**src/rtl/rv_width_packer.sv**
```systemverilog
// rv_width_packer
// ---------------------------------------------------------------------------
// Ready/valid width up-converter. Packs RATIO consecutive IN_WIDTH-bit beats
// little-endian (first beat in the LSBs) into one IN_WIDTH*RATIO-bit word.
// The output word is fully registered. An input last flag flushes a partial
// word early, together with a count of how many of its lanes hold beats.
//
// Ports
//   clock_port         in   rising-edge clock
//   reset_port         in   synchronous, active-high reset
//   input_port_data    in   IN_WIDTH input beat
//   input_port_last    in   beat ends its packet (qualified by valid)
//   input_port_valid   in   input beat present
//   input_port_ready   out  beat accepted this cycle (no valid->ready path)
//   output_port_data   out  IN_WIDTH*RATIO packed word
//   output_port_count  out  number of valid beats in the word (1..RATIO)
//   output_port_last   out  word ends a packet
//   output_port_valid  out  word present
//   output_port_ready  in   downstream accepts the word
// ---------------------------------------------------------------------------
module rv_width_packer #(
   parameter int IN_WIDTH = 8,
   parameter int RATIO    = 4
) (
   input  logic                          clock_port,
   input  logic                          reset_port,
   input  logic [IN_WIDTH-1:0]           input_port_data,
   input  logic                          input_port_last,
   input  logic                          input_port_valid,
   output logic                          input_port_ready,
   output logic [IN_WIDTH*RATIO-1:0]     output_port_data,
   output logic [$clog2(RATIO):0]        output_port_count,
   output logic                          output_port_last,
   output logic                          output_port_valid,
   input  logic                          output_port_ready
);

   localparam int OUT_W = IN_WIDTH * RATIO;
   localparam int IDX_W = $clog2(RATIO);
   localparam int CNT_W = IDX_W + 1;
   localparam logic [IDX_W-1:0] LAST_IDX = IDX_W'(RATIO - 1);

   logic [OUT_W-1:0] acc_q, acc_d;
   logic [IDX_W-1:0] acc_cnt_q, acc_cnt_d;
   logic [OUT_W-1:0] out_data_q, out_data_d;
   logic [CNT_W-1:0] out_cnt_q, out_cnt_d;
   logic             out_last_q, out_last_d;
   logic             out_valid_q, out_valid_d;

   logic             acc_in;
   logic             completing;
   logic [OUT_W-1:0] merged;

   // Ready depends only on the output register state, never on input valid.
   assign input_port_ready = ~out_valid_q | output_port_ready;
   assign acc_in           = input_port_valid & input_port_ready;
   assign completing       = acc_in & ((acc_cnt_q == LAST_IDX) | input_port_last);

   // Accumulator with the incoming beat written into lane acc_cnt_q.
   always_comb begin
      merged = acc_q;
      for (int k = 0; k < RATIO; k++) begin
         if (acc_cnt_q == IDX_W'(k)) begin
            merged[k*IN_WIDTH +: IN_WIDTH] = input_port_data;
         end
      end
   end

   always_comb begin
      // NOTE: every variable gets a default hold value first so no path
      // through this block leaves it unassigned, which would infer a latch.
      acc_d       = acc_q;
      acc_cnt_d   = acc_cnt_q;
      out_data_d  = out_data_q;
      out_cnt_d   = out_cnt_q;
      out_last_d  = out_last_q;
      out_valid_d = out_valid_q;

      // Drain first; a load in the same cycle overrides it below.
      if (out_valid_q && output_port_ready) begin
         out_valid_d = 1'b0;
      end

      if (completing) begin
         out_data_d  = merged;
         out_cnt_d   = CNT_W'(acc_cnt_q) + CNT_W'(1);
         out_last_d  = input_port_last;
         out_valid_d = 1'b1;
         // Clearing here keeps unwritten lanes of the next partial word zero.
         acc_d       = '0;
         acc_cnt_d   = '0;
      end else if (acc_in) begin
         acc_d       = merged;
         acc_cnt_d   = acc_cnt_q + IDX_W'(1);
      end
   end

   always_ff @(posedge clock_port) begin
      // NOTE: sequential state uses non-blocking assignments so every flop
      // samples its pre-edge inputs regardless of statement order.
      if (reset_port) begin
         acc_q       <= '0;
         acc_cnt_q   <= '0;
         out_data_q  <= '0;
         out_cnt_q   <= '0;
         out_last_q  <= 1'b0;
         out_valid_q <= 1'b0;
      end else begin
         acc_q       <= acc_d;
         acc_cnt_q   <= acc_cnt_d;
         out_data_q  <= out_data_d;
         out_cnt_q   <= out_cnt_d;
         out_last_q  <= out_last_d;
         out_valid_q <= out_valid_d;
      end
   end

   assign output_port_data  = out_data_q;
   assign output_port_count = out_cnt_q;
   assign output_port_last  = out_last_q;
   assign output_port_valid = out_valid_q;

endmodule

```
**config.mk**
```make
export PLATFORM = sky130hd
export DESIGN_NAME = rv_width_packer
export DESIGN_NICKNAME = d
export VERILOG_FILES = /design/src/rtl/rv_width_packer.sv
export SDC_FILE = /design/constraint.sdc
export NUM_CORES = 1
export LEC_CHECK = 0
export BUFFER_PORTS_ARGS = -buffer_cell sky130_fd_sc_hd__buf_2
export CAP_MARGIN = 10
export CORE_UTILIZATION = 55
export DETAILED_ROUTE_END_ITERATION = 8
export GPL_TIMING_DRIVEN = 0
export PLACE_DENSITY = 0.78
export SLEW_MARGIN = 20
export SYNTH_ARGS = -nofsm -noshare
export SYNTH_HDL_FRONTEND = slang
export SYNTH_SLANG_ARGS = --single-unit
export TNS_END_PERCENT = 5
```
**constraint.sdc**
```tcl
create_clock -name clock_port -period 1.55 [get_ports clock_port]
set_input_delay 0.0775 -clock clock_port [delete_from_list [all_inputs] [get_ports clock_port]]
set_output_delay 0.0775 -clock clock_port [all_outputs]
set_load 0.01 [all_outputs]
```
==> results of run 1 <==
how the worst min path moves through the flow:
stage | from | to | slack (ns) | depth (start not counted)
floorplan | input_port_data[0] | acc_q[0] | 0.22 | 2
global placement | input_port_data[6] | acc_q[14] | 0.41 | 3
detailed placement | reset_port | output_port_valid | 0.42 | 3
CTS | reset_port | output_port_valid | 0.06 | 3
global route | input_port_data[0] | acc_q[0] | 0.08 | 3
finish | reset_port | output_port_valid | 0.06 | 3
cell usage after synthesis:
master | instances | area share [%]
buf_6 | 9 | 3.3
a22o_1 | 1 | 0.28
nand3_1 | 27 | 4.3
inv_4 | 1 | 0.20
o22ai_1 | 1 | 0.20
o21a_1 | 1 | 0.24
buf_2 | 14 | 2.2
inv_1 | 3 | 0.36
or2_1 | 1 | 0.20
a31oi_4 | 1 | 0.68
dfxtp_1 | 71 | 46
buf_4 | 3 | 0.72
a21oi_1 | 27 | 4.3
nand4_1 | 1 | 0.20
o31ai_1 | 1 | 0.24
and2_1 | 11 | 2.2
o31ai_4 | 1 | 0.68
clkbuf_1 | 8 | 0.96
a211oi_1 | 33 | 8.0
nor2_4 | 1 | 0.36
inv_2 | 1 | 0.12
nor2b_4 | 1 | 0.44
a31oi_1 | 33 | 6.6
nand2_1 | 4 | 0.48
nor3_4 | 1 | 0.52
o21ai_0 | 26 | 4.2
mux2i_1 | 32 | 10
nor2b_1 | 1 | 0.20
and3_1 | 1 | 0.20
ha_1 | 4 | 1.6
through the flow:
stage / setup TNS (ns) / utilization, %
after floorplan: 0 / -
after global placement: -6.05 / 63.0
after detailed placement: -5.74 / 63.0
after CTS: -0.0203 / 67.9
after global routing: -0.136 / 71.1
final: -0.0250 / 71.1
power by group:
group / total (mW) / switching, mW / internal, mW
logic: 0.639 / 0.379 / 0.260
registers: 1.95 / 0.0454 / 1.91
clock network: 1.49 / 0.674 / 0.814
layout make-up:
cell class	count	area, um2	area share [%]
multi-input cells	210	1620	41.6
flip-flops and latches	71	1430	36.6
repair buffers	53	275	7.07
plain buffers	34	262	6.72
clock buffers	11	151	3.89
well taps	72	90.1	2.31
clock inverters	4	45.0	1.16
inverters	5	23.8	0.611
worst reg2reg max path, stage by stage, from the launching register on:
cell and delay [ns]:
dfxtp_4 0.37, ha_4 0.18, or2_1 0.23, buf_6 0.17, buf_6 0.15, a31oi_1 0.26, a211oi_2 0.08
layer usage:
metal	share of wire, %	track usage [%]	vias up
met5	0	0	-
met3	4.5	4.52	19
met4	2.4	13.2	0
met2	50	46.1	79
met1	43	35.7	1382
li1	-	-	1330
sequential cells by signal, summed over array words and instances (netlist names):
signal             flops
output_port_last       1
output_port_valid      1
acc_q                 32
acc_cnt_q              2
output_port_count      3
output_port_data      32
logic make-up after synthesis:
kind of cell | after synthesis | synth area share [%]
buf+inv | 39 | 7.87
compound gates | 125 | 25.4
simple gates | 49 | 9.16
mux | 32 | 10.3
fa+ha+maj | 4 | 1.61
flops | 71 | 45.6
repair_timing:
action | CTS | global route
pin swaps | 3 | 1
gates resized for setup | 9 | 40
cloned | 0 | 0
buffers inserted | 4 | 0
hold buffers | 0 | 0
setup endpoints to repair | 54 | 69
==> results by group, run 1 <==
Finish
  – Share of post-route cells with drive strength above 1: roughly 35%
  – Final std cells w/o fill: 460
  – Inserted Diodes: 0
  – # nets final: 401
  – Final instance area: 0.00389 mm2
  – Commonest non-fill, non-tap cell in the layout: dfxtp_1
  – Layout fillers: roughly 420
  – Area Overhead vs Synth: 25.0%
  – Commonest non-fill, non-tap cells in the layout: dfxtp_1, buf_2, mux2i_1

Yosys
  – Seq/Total Area, Yosys: 45.6%
  – Synth warn: 0
  – Synth cell types: 30
  – Mean Syn Cell Area: just under 10 um2
  – Seq cells post-synth: 71
  – Instance count of the mapped netlist: 320
  – Post-Syn Nets: 337
  – Synthesized cell area: between 0.003 and 0.004 mm2

Power and ir drop
  – Power Total: between 4 and 5 mW
  – VDD IR max: 809 uV
  – Leakage: 1.45 nW
  – Cell Pwr Density: 1050 mW/mm2

STA
  – Final Max Tran Viols: 0
  – Slew Limit Headroom: between 50% and 60%
  – Worst-Margin Slew: 0.701 ns
  – Hold Fails Final Rpt: 0
  – Skew final: between 0.004 and 0.005 ns
  – Hold_ws: 0.0648 ns
  – Final setup violation count: 1
  – Max Clock Freq: 635 MHz
  – Final period utilization: 102%
  – RSZ-0062 raised after global routing: true
  – Setup slack after layout: -0.0250 ns
  – Crit path time final: 1.57 ns

Global route
  – Congestion Overflow GR: 0
  – Total global-route track usage: 28.0%
  – Initial antenna violation count: 0
  – First-pass GRT wire length: approximately 13000 um
  – Pin count of the biggest net entering global routing: 12
  – Vias in the first global route: 2563

Clock tree
  – Worst-path clk slew: 0.07 ns
  – CTS Sinks: 71
  – Num CTS Buffers: 9
  – Clk Latency, worst-skew pair: between 0.3 and 0.4 ns
  – Clock Path Buffers: 2
  – H-tree depth: 3
  – CTS tree: done
  – Root Buffer: clkbuf_8

Detailed routing
  – DRT iter0 DRCs: roughly 280
  – First-pass DRT Iterations: 4
  – Routed len/inst: approximately 19 um
  – Total wire length: 8510 um
  – Antenna Violating Nets Remaining: 0
  – Via density: 6.11
  – DRC Markers: 0
  – Vias: 2810

Flow run
  – Max_cap viols: 0

Worst setup path
  – RR Startpoint: acc_cnt_q[0]
  – Reg2reg setup slack: -0.02 ns
  – CP Cell Sequence: ha_4 > or2_1 > buf_6 > buf_6 > a31oi_1 > a211oi_2
  – Worst Path Max Fanout: 10
  – R2R cell count: 6
  – Buffers & Inverters on Critical Path: 2
  – WP data required: 1.76 ns
  – CP max stage delay: between 0.3 and 0.4 ns
  – Critical Path Sink: output_port_data[29]
  – Worst setup path start: acc_cnt_q[0]
  – Setup CP Type: register to register
  – Startpoint Class: register
  – Top delay family on crit path: flip-flops
  – Reg2Reg Capture Point: output_port_data[29]
  – Stages on the worst setup path: 6
  – Crit path top cell by count: buf_6
  – CP Capture Type: register
  – Critical path arrival: roughly 1.8 ns
  – Slowest-stage cell, CP: dfxtp_4

Run status
  – Status: complete, but fails checks
  – Violations in the final reports: negative setup slack

Floorplan
  – Initial Utilization: 56.9%
  – Rows: 27
  – Io pins: 51
  – DIE WIDTH: 77.2 um
  – Die area: just under 0.006 mm2
  – Core ar.: 0.00547 mm2
  – Vert. Die Dim: slightly below 80 um

Place
  – Placed cell area: roughly 0.0034 mm2
  – Buffers on Ports: 49
  – Global placement routability congestion: 0.845
  – Detailed-placement wirelength estimate: 5240 um
  – Post-place setup slack: -0.141 ns
  – Placed insts: 441

Worst hold path
  – Worst min path class: input port to register
Power figures use the tool's default switching activity.
==> run 2: changes to the inputs <==
- HOLD_SLACK_MARGIN: default -> 0.1
- SETUP_SLACK_MARGIN: default -> 0.02
==> run 2 against run 1 <==
Final cell count grew 2.0%. Sequential cell count unchanged. Clock-buffer cell count unchanged. Sequential power about the same. Critical endpoint is now output_port_data[22]. Critical path depth is the same. Final area rose by 3.2%. The flow now finishes without violations.
==> results by group, run 2 (synthesis results as in run 1) <==
Run status
  – Status: finished, final reports clean

STA
  – Final Max Tran Viols: 0 (unchanged)
  – Hold Fails Final Rpt: 0 (unchanged)
  – Crit path time final: 1.53 ns (-0.0420 ns)
  – Skew final: 0.00478 ns (+0.000384 ns)
  – Worst-Margin Slew: 0.696 ns (-0.00568 ns)
  – TNS Setup: 0 ns (+0.0250 ns)
  – Final setup violation count: 0 (-1)
  – Final period utilization: 98.9% (-2.7 points)
  – Slew Limit Headroom: 53.6% (+0.38 points)
  – Max Clock Freq: 652 MHz (+2.7%)
  – Setup slack after layout: 0.0170 ns (+0.0420 ns)
  – RSZ-0062 raised after global routing: true

Power and ir drop
  – Leakage: 1.50 nW (+3.0%)
  – Comb pwr share: 16.3% (+0.6 points)
  – Reg power frac: 47.5% (-0.4 points)
  – Sw Share: 27.0% (+0.062 points)
  – Switching pwr: 1.11 mW (+1.0%)
  – Power Total: 4.11 mW (+0.79%)
  – Clock power frac: 36.2% (-0.3 points)
  – VDD IR max: 823 uV (+1.8%)
  – Cell Pwr Density: 1020 mW/mm2 (-2.4%)
  – Internal: 3.00 mW (+0.70%)

Worst setup path
  – Reg2reg setup slack: 0.02 ns (+0.04 ns)
  – Buffers & Inverters on Critical Path: 2 (unchanged)
  – Top delay family on crit path: flip-flops
  – RR Startpoint: acc_cnt_q[0]
  – Crit path top cell by count: buf_6
  – WP data required: 1.75 ns (about the same)
  – Slowest-stage cell, CP: dfxtp_4
  – CP Capture Type: register
  – Worst setup path start: acc_cnt_q[0]
  – Stages on the worst setup path: 6 (unchanged)
  – Setup CP Type: register to register
  – Critical path arrival: 1.74 ns (-0.04 ns)
  – CP max stage delay: 0.37 ns (about the same)
  – Startpoint Class: register
  – Worst Path Max Fanout: 10 (unchanged)
  – R2R cell count: 6 (unchanged)
  – CP Cell Sequence: ha_4 > or2_1 > buf_6 > buf_6 > a31oi_2 > a211oi_2

Global route
  – Congestion Overflow GR: 0 (unchanged)
  – First-pass GRT wire length: 13100 um (+1.5%)
  – Pin count of the biggest net entering global routing: 12 (unchanged)
  – Vias in the first global route: 2618 (+2.1%)
  – Total global-route track usage: 28.4% (+0.38 points)
  – Initial antenna violation count: 0 (unchanged)

Clock tree
  – Clock Path Buffers: 2 (unchanged)
  – Num CTS Buffers: 9 (unchanged)
  – CTS tree: done
  – Root Buffer: clkbuf_8
  – Clk Latency, worst-skew pair: 0.35 ns (about the same)
  – CTS Sinks: 71 (unchanged)
  – Worst-path clk slew: 0.07 ns (about the same)
  – H-tree depth: 3 (unchanged)

Detailed routing
  – First-pass DRT Iterations: 5 (+1)
  – Total wire length: 8620 um (+1.3%)
  – DRC Markers: 0 (unchanged)
  – DRT iter0 DRCs: 279 (+0.36%)
  – Antenna Violating Nets Remaining: 0 (unchanged)
  – Vias: 2868 (+2.1%)
  – Routed len/inst: 18.4 um (-0.65%)
  – Via density: 6.12 (+0.11%)

Floorplan
  – Die area: 0.00597 mm2 (unchanged)
  – Core ar.: 0.00547 mm2 (unchanged)
  – DIE WIDTH: 77.2 um (unchanged)
  – Io pins: 51 (unchanged)
  – Rows: 27 (unchanged)
  – Initial Utilization: 56.9% (unchanged)
  – Vert. Die Dim: 77.2 um (unchanged)

Finish
  – Share of post-route cells with drive strength above 1: 34.5% (about the same)
  – # nets final: 410 (+2.2%)
  – Area Overhead vs Synth: 29.1%
  – Final std cells w/o fill: 469 (+2.0%)
  – Commonest non-fill, non-tap cell in the layout: dfxtp_1
  – Commonest non-fill, non-tap cells in the layout: dfxtp_1, buf_2, mux2i_1
  – Inserted Diodes: 0 (unchanged)

Place
  – Placed insts: 441 (unchanged)
  – Detailed-placement wirelength estimate: 5240 um (unchanged)
  – Buffers on Ports: 49 (unchanged)
  – Global placement routability congestion: 0.845 (unchanged)
  – Post-place setup slack: -0.141 ns (unchanged)

Worst hold path
  – Hold Crit Start: input_port_last
  – Worst min path class: input port to register
  – Worst hold path stage count: 3 (unchanged)

Flow run
  – Max_cap viols: 0 (unchanged)
==> run 2: cell types whose count changed in the layout (fill, tap and decap cells not counted), sizes merged <==
cell         previous run  this run
dlygate4sd3             0         9
buf                    78        77
clkbuf                 20        21
==> run 2: what timing repair did <==
| item | 4_1_cts | 5_1_grt |
|---|---|---|
| hold endpoints to repair | 23 | 0 |
| endpoints found under the setup margin | 58 | 70 |
| pin swaps | 3 | 3 |
| buffers inserted | 4 | 0 |
| hold buffers | 9 | 0 |
| gates resized for setup | 12 | 45 |
==> run 2: cell type report <==
type	count	area, um2
multi-input combinational	210	1650
fill	409	1450
sequential	71	1430
timing repair buffer	62	365
buffer	34	270
clock buffer	11	151
tap	72	90.1
clock inverter	4	45.0
inverter	5	23.8
==> run 2: per-layer routing <==
| layer | vias up | global-route usage (%) | routed length (um) |
|---|---|---|---|
| met4 | 0 | 13.4 | 202 |
| met3 | 19 | 4.52 | 366 |
| met1 | 1421 | 36.4 | 3720 |
| li1 | 1339 | - | - |
| met2 | 89 | 46.5 | 4330 |
| met5 | - | 0 | 0 |
==> run 2: worst min-delay path: cells and delay by family <==
kind | cells | cell delay [ns]
AO/OA/AOI/OAI | 1 | 0.08
buffers and inverters | 1 | 0.13
AND/OR/NAND/NOR | 1 | 0.18
==> run 2: final timing paths <==
kind / endpoint
max: output_port_data[22]
min reg2reg: acc_q[28]
min: output_port_count[2]
max reg2reg: output_port_data[22]
==> run 2: power by group through the flow <==
| stage | clock network (mW) | logic (mW) | registers, mW |
|---|---|---|---|
| finish | 1.49 | 0.668 | 1.95 |
| global route | 1.57 | 0.712 | 1.96 |
| CTS | 1.49 | 0.596 | 1.95 |
| detailed placement | 0 | 0.550 | 1.99 |
| global placement | 0 | 0.542 | 1.99 |
| floorplan | 0 | 0.335 | 2.02 |
==> run 2: through the flow <==
stage / util (%) / cell area (um2) / hold WS [ns]
after global routing: 73.5 / 4020 / 0.205
final: 73.5 / 4020 / 0.172
after floorplan: - / 3110 / 0.222
after CTS: 69.8 / 3820 / 0.160
after detailed placement: 63.0 / 3450 / 0.421
after global placement: 63.0 / 3450 / 0.412
==> run 3: changes to the inputs <==
- CORE_ASPECT_RATIO: default -> 1.1
- clock period: 1.55 -> 1.8 ns (I/O delays scaled with it)
==> run 3 against run 2 <==
Clock-buffer cell count up 1. Highest routed layer unchanged. Critical endpoint is now output_port_data[29]. Critical path type unchanged. Fmax down 9.8%. Global-route usage down 0.16 points.
==> results by group, run 3 (synthesis results as in run 1) <==
Worst setup path
  – Worst Path Max Fanout: 10 (unchanged)
  – Buffers & Inverters on Critical Path: 2 (unchanged)
  – Critical path arrival: 1.90 ns (+0.16 ns)
  – Startpoint Class: register
  – CP Cell Sequence: ha_1 > buf_4 > nor2_4 > nor3_4 > buf_6 > a211oi_1
  – CP Capture Type: register
  – Top delay family on crit path: buffers and inverters
  – WP data required: 2.01 ns (+0.26 ns)
  – Slowest-stage cell, CP: dfxtp_1
  – Setup CP Type: register to register
  – CP max stage delay: 0.41 ns (+0.04 ns)

Flow run
  – Max_cap viols: 0 (unchanged)

Clock tree
  – Root Buffer: clkbuf_8
  – CTS Sinks: 71 (unchanged)
  – Worst-path clk slew: 0.07 ns (about the same)
  – CTS tree: done
  – Num CTS Buffers: 9 (unchanged)
  – Clock Path Buffers: 2 (unchanged)
  – H-tree depth: 3 (unchanged)
  – PostCTS Resize Cnt: 0 (-12)
  – Clk Latency, worst-skew pair: 0.34 ns (about the same)

Global route
  – Pin count of the biggest net entering global routing: 12 (unchanged)
  – Total global-route track usage: 28.3% (-0.16 points)
  – Initial antenna violation count: 0 (unchanged)
  – First-pass GRT wire length: 12600 um (-3.2%)
  – Vias in the first global route: 2555 (-2.4%)
  – Congestion Overflow GR: 0 (unchanged)

Power and ir drop
  – Clock power frac: 34.5% (-1.7 points)
  – Reg power frac: 50.4% (+2.9 points)
  – Comb pwr share: 15.1% (-1.2 points)
  – Sw Share: 27.4% (+0.40 points)
  – VDD IR max: 510 uV (-38%)
  – Switching pwr: 911 uW (-18%)
  – Internal: 2.41 mW (-20%)
  – Leakage: 1.44 nW (-3.8%)
  – Power Total: 3.33 mW (-19%)
  – Cell Pwr Density: 891 mW/mm2 (-13%)

STA
  – RSZ-0062 raised after global routing: true
  – Hold_ws: 0.173 ns (+0.000764 ns)
  – Final Max Tran Viols: 0 (unchanged)
  – Max Clock Freq: 588 MHz (-9.8%)
  – Final setup violation count: 0 (unchanged)
  – Slew Limit Headroom: 58.4% (+4.8 points)
  – Crit path time final: 1.70 ns (+0.167 ns)
  – Final period utilization: 94.4% (-4.5 points)
  – Hold Fails Final Rpt: 0 (unchanged)
  – TNS Setup: 0 ns (unchanged)
  – Skew final: 0.00690 ns (+0.00213 ns)
  – Worst-Margin Slew: 0.624 ns (-0.0720 ns)

Place
  – Placed insts: 444 (+0.68%)
  – Global placement routability congestion: 0.811 (-4.0%)
  – Buffers on Ports: 49 (unchanged)
  – Detailed-placement wirelength estimate: 5340 um (+1.9%)

Floorplan
  – Io pins: 51 (unchanged)
  – Initial Utilization: 57.4% (+0.45 points)
  – Rows: 28 (+3.7%)
  – Vert. Die Dim: 80.9 um (+4.8%)
  – Die area: 0.00597 mm2 (about the same)
  – DIE WIDTH: 73.7 um (-4.5%)
  – Core ar.: 0.00543 mm2 (-0.78%)

Finish
  – Area Overhead vs Synth: 19.9%
  – Share of post-route cells with drive strength above 1: 25.0% (-9.5 points)
  – Commonest non-fill, non-tap cells in the layout: dfxtp_1, buf_2, a31oi_1, a211oi_1, mux2i_1
  – Layout fillers: 459 (+12%)
  – # nets final: 408 (-0.49%)
  – Fin util: 68.8% (-4.7 points)
  – Commonest non-fill, non-tap cell in the layout: dfxtp_1
  – Final std cells w/o fill: 471 (+0.43%)
  – Inserted Diodes: 0 (unchanged)

Worst hold path
  – Worst min path class: input port to register

Detailed routing
  – Routed len/inst: 17.0 um (-7.3%)
  – DRC Markers: 0 (unchanged)
  – Total wire length: 8030 um (-6.9%)
  – DRT iter0 DRCs: 233 (-16%)
  – Antenna Violating Nets Remaining: 0 (unchanged)
  – Vias: 2764 (-3.6%)
  – First-pass DRT Iterations: 5 (unchanged)
  – Via density: 5.87 (-4.0%)

Run status
  – Status: finished, final reports clean
-- run 3: cell count changes in the layout (fill, tap and decap cells not counted), sizes merged --
cell	previous run	this run
bufinv	1	0
clkbuf	21	20
clkinv	3	4
-- run 3: through the flow --
step | area [um2] | worst slack, ns
2_1_floorplan | 3110 | 0.378
3_3_place_gp | 3450 | 0.100
3_5_place_dp | 3450 | 0.116
4_1_cts | 3720 | 0.101
5_1_grt | 3730 | 0.0171
6_report | 3730 | 0.100
-- run 3: final cells by class --
cell class	instances	area, um2	area share [%]
Inverter	5	21.3	0.570
Multi-Input combinational cell	210	1450	38.8
Clock buffer	12	155	4.16
Buffer	34	224	6.00
Timing Repair Buffer	60	350	9.38
Clock inverter	4	20.0	0.536
Sequential cell	71	1420	38.1
Tap cell	75	93.8	2.51
-- run 3: final timing paths --
| kind | from | end | slack (ns) | cells past startpoint |
|---|---|---|---|---|
| setup / recovery | acc_cnt_q[0] | output_port_data[29] | 0.10 | 6 |
| hold / removal | input_port_last | output_port_count[2] | 0.17 | 3 |
| setup reg to reg | acc_cnt_q[0] | output_port_data[29] | 0.10 | 6 |
| hold reg to reg | output_port_count[2] | output_port_count[2] | 0.46 | 2 |
-- run 3: what timing repair did --
item	CTS	global route
hold buffers	9	0
buffers inserted	0	2
endpoints found under the hold margin	22	0
endpoints found under the setup margin	0	4
-- run 3: power groups by stage --
stage	combinational [mW]	clock (mW)	sequential, mW
3_5_place_dp	0.475	0	1.71
4_1_cts	0.493	1.16	1.68
3_3_place_gp	0.468	0	1.71
5_1_grt	0.543	1.22	1.68
6_report	0.502	1.15	1.68
2_1_floorplan	0.288	0	1.74
-- run 3: routing by layer --
metal	vias up	track usage, %	wire [um]
li1	1338	-	-
met1	1327	35.9	3590
met5	-	0	0
met4	0	13.3	159
met2	87	46.9	3880
met3	12	4.22	398
-- run 3: worst min-delay path, cell delays in order --
cell and delay [ns]:
buf_2 0.12, and3_1 0.17, o22ai_1 0.08
